$ cat src/rtl/mioc_pkg.sv
// Shared MIOC definitions: DRAM scheduler state encoding and default refresh geometry.
package mioc_pkg;

    typedef enum logic [3:0] {
        ST_IDLE,
        ST_ROW,
        ST_COL,
        ST_HOLD,
        ST_PRE,
        ST_RFSH,
        ST_BREQ,
        ST_DOWN,
        ST_DRFSH,
        ST_DPRE,
        ST_BREL
    } sched_state_t;

    localparam int DEFAULT_REFRESH_PERIOD = 54;
    localparam int REF_ROW_BITS           = 7;

    // States belonging to a strobed memory/refresh cycle that returns to a saved state
    function automatic logic is_access_state(input sched_state_t s);
        return s inside {ST_ROW, ST_COL, ST_HOLD, ST_PRE, ST_RFSH};
    endfunction

endpackage

$ cat src/rtl/mioc_sync2.sv
// Two-flop synchronizer for asynchronous MIOC inputs; RESET_VAL matches the input's idle level.
module mioc_sync2 #(
    parameter logic RESET_VAL = 1'b0
) (
    input  logic clk,
    input  logic rst_n,
    input  logic d,
    output logic q
);

    logic meta;

    always_ff @(posedge clk or negedge rst_n) begin
        if (!rst_n) begin
            meta <= RESET_VAL;
            q    <= RESET_VAL;
        end else begin
            meta <= d;
            q    <= meta;
        end
    end

endmodule

$ cat src/rtl/mioc_dram_sched.sv
// DRAM cycle sequencer and Z80/6801 bus arbiter for the MIOC.
// Define MIOC_DMA_REFRESH_EN to build the internal refresh timer, DRFSH/DPRE cycles and REF_ROW.
module mioc_dram_sched
    import mioc_pkg::*;
#(
    parameter int REFRESH_PERIOD = DEFAULT_REFRESH_PERIOD,
    parameter int ROW_BITS       = REF_ROW_BITS
) (
    input  logic                B_PHI,
    input  logic                RST_N,
    input  logic                BMREQ_N,
    input  logic                BRD_N,
    input  logic                N_BWR,
    input  logic                BRFSH_N,
    input  logic                BA15,
    input  logic                RAM_LO_EN,
    input  logic                RAM_HI_EN,
    input  logic                DMA_N,
    input  logic                BUSAK_N,
    output logic                RAS_N,
    output logic                CAS1_N,
    output logic                CAS2_N,
    output logic                MUX,
    output logic                BUSRQ_N,
    output logic                ADDRBUFEN_N,
    output logic                REF_OE,
    output logic [ROW_BITS-1:0] REF_ROW,
    output logic                BUSY
);

    sched_state_t state, next_state;
    sched_state_t ret_state, next_ret;
    logic dma_n_sync, dma_req;
    logic bank, rfsh_cnt, refresh_due;
    logic z80_rfsh, mem_acc;

    mioc_sync2 #(.RESET_VAL(1'b1)) u_dma_sync (
        .clk   (B_PHI),
        .rst_n (RST_N),
        .d     (DMA_N),
        .q     (dma_n_sync)
    );

    assign dma_req  = ~dma_n_sync;
    assign z80_rfsh = !BMREQ_N && !BRFSH_N;
    assign mem_acc  = !BMREQ_N && BRFSH_N && (!BRD_N || !N_BWR) && (BA15 ? RAM_HI_EN : RAM_LO_EN);

    always_ff @(posedge B_PHI or negedge RST_N) begin
        if (!RST_N) begin
            state     <= ST_IDLE;
            ret_state <= ST_IDLE;
            bank      <= 1'b0;
            rfsh_cnt  <= 1'b0;
        end else begin
            state     <= next_state;
            ret_state <= next_ret;
            if (state == ST_ROW)
                bank <= BA15;
            rfsh_cnt  <= (state == ST_DRFSH);
        end
    end

    // ret_state remembers where an access or Z80 refresh cycle must return (IDLE, BREQ or DOWN)
    always_comb begin
        next_state = state;
        next_ret   = ret_state;
        case (state)
            ST_IDLE: begin
                if (z80_rfsh) begin
                    next_state = ST_RFSH;
                    next_ret   = ST_IDLE;
                end else if (mem_acc) begin
                    next_state = ST_ROW;
                    next_ret   = ST_IDLE;
                end else if (dma_req) begin
                    next_state = ST_BREQ;
                end
            end
            ST_ROW:  next_state = ST_COL;
            ST_COL:  next_state = ST_HOLD;
            ST_HOLD: if (BMREQ_N) next_state = ST_PRE;
            ST_RFSH: if (BMREQ_N) next_state = ST_PRE;
            ST_PRE:  next_state = ret_state;
            ST_BREQ: begin
                if (z80_rfsh) begin
                    next_state = ST_RFSH;
                    next_ret   = ST_BREQ;
                end else if (mem_acc) begin
                    next_state = ST_ROW;
                    next_ret   = ST_BREQ;
                end else if (!BUSAK_N) begin
                    next_state = ST_DOWN;
                end else if (!dma_req) begin
                    next_state = ST_BREL;
                end
            end
            ST_DOWN: begin
                if (mem_acc) begin
                    next_state = ST_ROW;
                    next_ret   = ST_DOWN;
                end else if (refresh_due) begin
                    next_state = ST_DRFSH;
                end else if (!dma_req) begin
                    next_state = ST_BREL;
                end
            end
            ST_DRFSH: if (rfsh_cnt) next_state = ST_DPRE;
            ST_DPRE:  next_state = ST_DOWN;
            ST_BREL:  if (BUSAK_N) next_state = ST_IDLE;
            default:  next_state = ST_IDLE;
        endcase
    end

    // DRAM strobes lag the state by one edge; bus handshake outputs follow the next state
    always_ff @(posedge B_PHI or negedge RST_N) begin
        if (!RST_N) begin
            RAS_N       <= 1'b1;
            CAS1_N      <= 1'b1;
            CAS2_N      <= 1'b1;
            MUX         <= 1'b0;
            BUSRQ_N     <= 1'b1;
            ADDRBUFEN_N <= 1'b0;
            BUSY        <= 1'b0;
        end else begin
            RAS_N       <= !(state inside {ST_ROW, ST_COL, ST_HOLD, ST_RFSH, ST_DRFSH});
            CAS1_N      <= !(state == ST_HOLD && !bank);
            CAS2_N      <= !(state == ST_HOLD && bank);
            MUX         <= state inside {ST_COL, ST_HOLD};
            BUSRQ_N     <= !((next_state inside {ST_BREQ, ST_DOWN, ST_DRFSH, ST_DPRE}) ||
                             (is_access_state(next_state) && next_ret != ST_IDLE));
            ADDRBUFEN_N <= (next_state inside {ST_DOWN, ST_DRFSH, ST_DPRE, ST_BREL}) ||
                           (is_access_state(next_state) && next_ret == ST_DOWN);
            BUSY        <= (next_state != ST_IDLE);
        end
    end

`ifdef MIOC_DMA_REFRESH_EN
    localparam int TIMER_W = $clog2(REFRESH_PERIOD);
    localparam logic [TIMER_W-1:0] RELOAD = TIMER_W'(REFRESH_PERIOD - 1);

    logic [TIMER_W-1:0]  timer;
    logic [ROW_BITS-1:0] ref_row_q;
    logic                counting;

    assign counting = state inside {ST_BREQ, ST_DOWN, ST_DRFSH, ST_DPRE, ST_BREL};
    assign REF_ROW  = ref_row_q;

    // Expiry has priority over the DPRE clear so a coincident expiry is not dropped
    always_ff @(posedge B_PHI or negedge RST_N) begin
        if (!RST_N) begin
            timer       <= RELOAD;
            refresh_due <= 1'b0;
            ref_row_q   <= '0;
            REF_OE      <= 1'b0;
        end else begin
            REF_OE <= (state == ST_DRFSH);
            if (state == ST_IDLE && next_state == ST_BREQ)
                timer <= RELOAD;
            else if (counting)
                timer <= (timer == '0) ? RELOAD : timer - 1'b1;
            if (counting && timer == '0)
                refresh_due <= 1'b1;
            else if (state == ST_DPRE)
                refresh_due <= 1'b0;
            if (state == ST_DPRE)
                ref_row_q <= ref_row_q + 1'b1;
        end
    end
`else
    assign refresh_due = 1'b0;
    assign REF_OE      = 1'b0;
    assign REF_ROW     = '0;
`endif

endmodule

$ cat config.mk
export PLATFORM = sky130hd
export DESIGN_NAME = mioc_dram_sched
export DESIGN_NICKNAME = d
export VERILOG_FILES = /design/src/rtl/mioc_pkg.sv /design/src/rtl/mioc_sync2.sv /design/src/rtl/mioc_dram_sched.sv
export SDC_FILE = /design/constraint.sdc
export NUM_CORES = 1
export LEC_CHECK = 0
export BUFFER_PORTS_ARGS = -buffer_cell sky130_fd_sc_hd__clkbuf_2
export CORE_MARGIN = 2
export CORE_UTILIZATION = 45
export CTS_CLUSTER_DIAMETER = 40
export DETAILED_ROUTE_END_ITERATION = 7
export PLACE_DENSITY = 0.76
export SYNTH_ARGS = -nofsm -noshare
export SYNTH_HDL_FRONTEND = slang
export SYNTH_SLANG_ARGS = --single-unit
$ cat constraint.sdc
create_clock -name B_PHI -period 4.69 [get_ports B_PHI]
set_input_delay 0.469 -clock B_PHI [delete_from_list [all_inputs] [get_ports B_PHI]]
set_output_delay 0.469 -clock B_PHI [all_outputs]
set_load 0.02 [all_outputs]
==> impl_metrics.csv <==
group,metric,value,unit
clock_network,cts_resized,0,
placement,io_buffers,17,
critical_path,worstPathRequired,4880,ps
clock_network,htree_levels,1,
outcome,run_status,"finished clean",
route,drc,0,
die,ios,26,
die,die_area,3100,µm²
route,via_count,934,
route,drt_first_iter_violations,21,
synthesis,synth.yosys.seq_area_share,40.2,%
die,die_h,55.7,µm
critical_path,max_stage_delay,630,ps
sta,fmax,0.379,GHz
critical_path,crit_top_cell,"or3_4",
synthesis,avgSynthCellArea,9.93,µm²
clock_network,cts_hold_buffers,0,
route,firstDrtPassIters,6,
die,num_rows,18,
sta,tns,0,ps
route,drtAntennaViolNets,0,
power,powerDensity,674,nW/µm²
synthesis,synth_edf_count,0,
synthesis,postSynthCellCount,121,
clock_network,cts_tree,"done",
finish,area_growth,4.90,%
synthesis,ys_async_sr_fraction,100,%
synthesis,yosys_warnings,0,
critical_path,crit_slowest_cell,"dfrtp_1",
synthesis,synthesis.area,1200,µm²
clock_network,cts.clk_slew.worst_paths,100,ps
global_routing,top_usage_layer,"met2",
sta,slew_headroom,56.9,%
power,vdd_drop_max,0.441,mV
critical_path,crit_buf_inv,0,
critical_path,end_kind,"register",
critical_path,critPathLaunchType,"register",
global_routing,grtUsageTotal,15.2,%
clock_network,cts_buffers,3,
sta,hold_viol,0,
sta,post-route-period-util,56.3,%
critical_path,arrival,2820,ps
sta,rsz0062_at_grt,"no",
clock_network,clockBufferDepth,2,
synthesis,synth_top_area_share,27.1,%
sta,setup_viol,0,
sta,maxSlewViolCount,0,
sta,skew,1.04,ps
placement,hpwl,1.73,mm
clock_network,cts.sinks,19,
clock_network,clkLatencyLatePin,290,ps
hold_path,min_path_type,"in2async",
power,power.leakage,0.535,nW
global_routing,globalRouteMet1Util,18.9,%
finish,layoutNonFillerInstCount,164,
global_routing,grt_util_met2,26.0,%
finish,final_common_cell,"clkbuf_2",
route,wire_per_inst,13.9,µm
clock_network,clock-root-buffer,"clkbuf_4",
global_routing,grt_antenna_before_repair,0,
clock_network,postCtsSetupBuffers,0,
sta,fin_ws,2050,ps
finish,seqCellArea,483,µm²
placement,detailedPlace.worstSlack,2060,ps
die,start_util,48.0,%
finish,drive_above_1_share,33.6,%
finish,design_area,1260,µm²
synthesis,netlist.top_cell.by_area,"dfrtp_1",
placement,routabilityCongestion,0.943,
placement,place_area,1230,µm²
global_routing,overflow,0,
die,core_area,2500,µm²
critical_path,crit_type,"reg2reg",
finish,multi_input_area,612,µm²
finish,fin_nets,146,
synthesis,ys.flop_type,"dfrtp_1",
critical_path,crit_chain,"or3_4, o22a_1, or3_4, o221ai_4, nor2_2, or2_0, a222oi_1",
route,vias_per_cell,5.70,
synthesis,yosys-top-cells-area,"dfrtp_1, dfstp_2, buf_4",
global_routing,grt_pass1_wl,3.83,mm
die,die_x,55.7,µm
critical_path,critPathLaunch,"state[0]",
finish,mostFrequentLayoutCells,"clkbuf_2, dfrtp_1, nor2_1, o21ai_0, conb_1",
global_routing,first_global_vias,867,
finish,antenna_cells,0,
route,wirelength,2.28,mm
critical_path,reg2reg_from,"state[0]",
finish,fillers,229,
sta,tightest_slew,646,ps
critical_path,crit_path_max_fanout,20,
global_routing,met3_usage,5.12,%
critical_path,critPathTopFamily,"simple AND/OR/NAND/NOR gates",
placement,dp.cells,160,
sta,fin_crit,2640,ps
job,max_cap_viol_count,0,
power,p_total,0.000849,W
global_routing,grt_start_max_net_pins,21,
synthesis,synth_seq_cells,19,
synthesis,synth.distinct_cells,48,
==> per-layer routing <==
metal,share of wire (%),vias up
li1,-,453
met1,44,459
met2,51,22
met3,5.0,0
met4,0,0
met5,0,-
==> layout make-up <==
class	count	share of cell area (%)
clock buffers	3	1.79
repair buffers	17	6.75
multi-input cells	90	48.6
inverters	4	1.19
well taps	30	2.98
clock inverters	1	0.397
flip-flops and latches	19	38.3
==> registers in the layout, summed over array words and instances, names as in the netlist <==
register and cells:
MUX 1, u_dma_sync.meta 1, bank 1, BUSY 1, rfsh_cnt 1, ret_state 4
BUSRQ_N 1, u_dma_sync.q 1, RAS_N 1, state 4, CAS1_N 1, ADDRBUFEN_N 1
CAS2_N 1
==> stage by stage <==
stage / utilization [%] / hold WS [ps]
6_report: 50.4 / 104
4_1_cts: 50.4 / 105
5_1_grt: 50.4 / 126
3_5_place_dp: 49.3 / 348
2_1_floorplan: - / 173
3_3_place_gp: 49.3 / 348
==> worst register-to-register path, cell delays in order, from the launching register on <==
cell and delay (ps):
dfrtp_1 630, or3_4 460, o22a_1 220, or3_4 350, o221ai_4 230, nor2_2 90
or2_0 230, a222oi_1 330
==> power breakdown <==
| group | internal [W] | switching (W) |
|---|---|---|
| registers | 0.000233 | 0.0000887 |
| logic | 0.000205 | 0.000244 |
| clock network | 0.0000317 | 0.0000464 |
| total | 0.000470 | 0.000379 |
==> kinds of logic (layout without fill, tap and decap cells) <==
family                 Yosys count  after routing  share of synthesized area [%]
and+or+nand+nor                 40             40                           18.4
AOI/OAI and AO/OA               38             38                           26.4
DFF                             19             19                           40.2
buffers and inverters           19             25                           11.0
muxes                            4              4                           3.65
other                            1              8                          0.312
==> synth_stat cells, drive strengths merged, types with 2 or more instances <==
cell type and number:
a21o 2, a21oi 5, a31oi 3, a32oi 2, buf 9, clkbuf 6, dfrtp 13, dfstp 6
inv 4, mux2 3, nand2 6, nand2b 2, nand3 2, nand3b 3, nor2 12, nor3 3
nor4 4, o211ai 2, o21a 3, o21ai 11, or2 2, or3 2
==> final timing paths <==
path | cells after the start | to | slack [ps]
max | 7 | ADDRBUFEN_N | 2050
min | 1 | bank | 100
max reg2reg | 7 | ADDRBUFEN_N | 2050
min reg2reg | 0 | u_dma_sync.q | 360
max in group asynchronous | 1 | u_dma_sync.q | 4250
min in group B_PHI | 1 | u_dma_sync.meta | 250
Note: power is estimated with default switching activity, not from simulation.
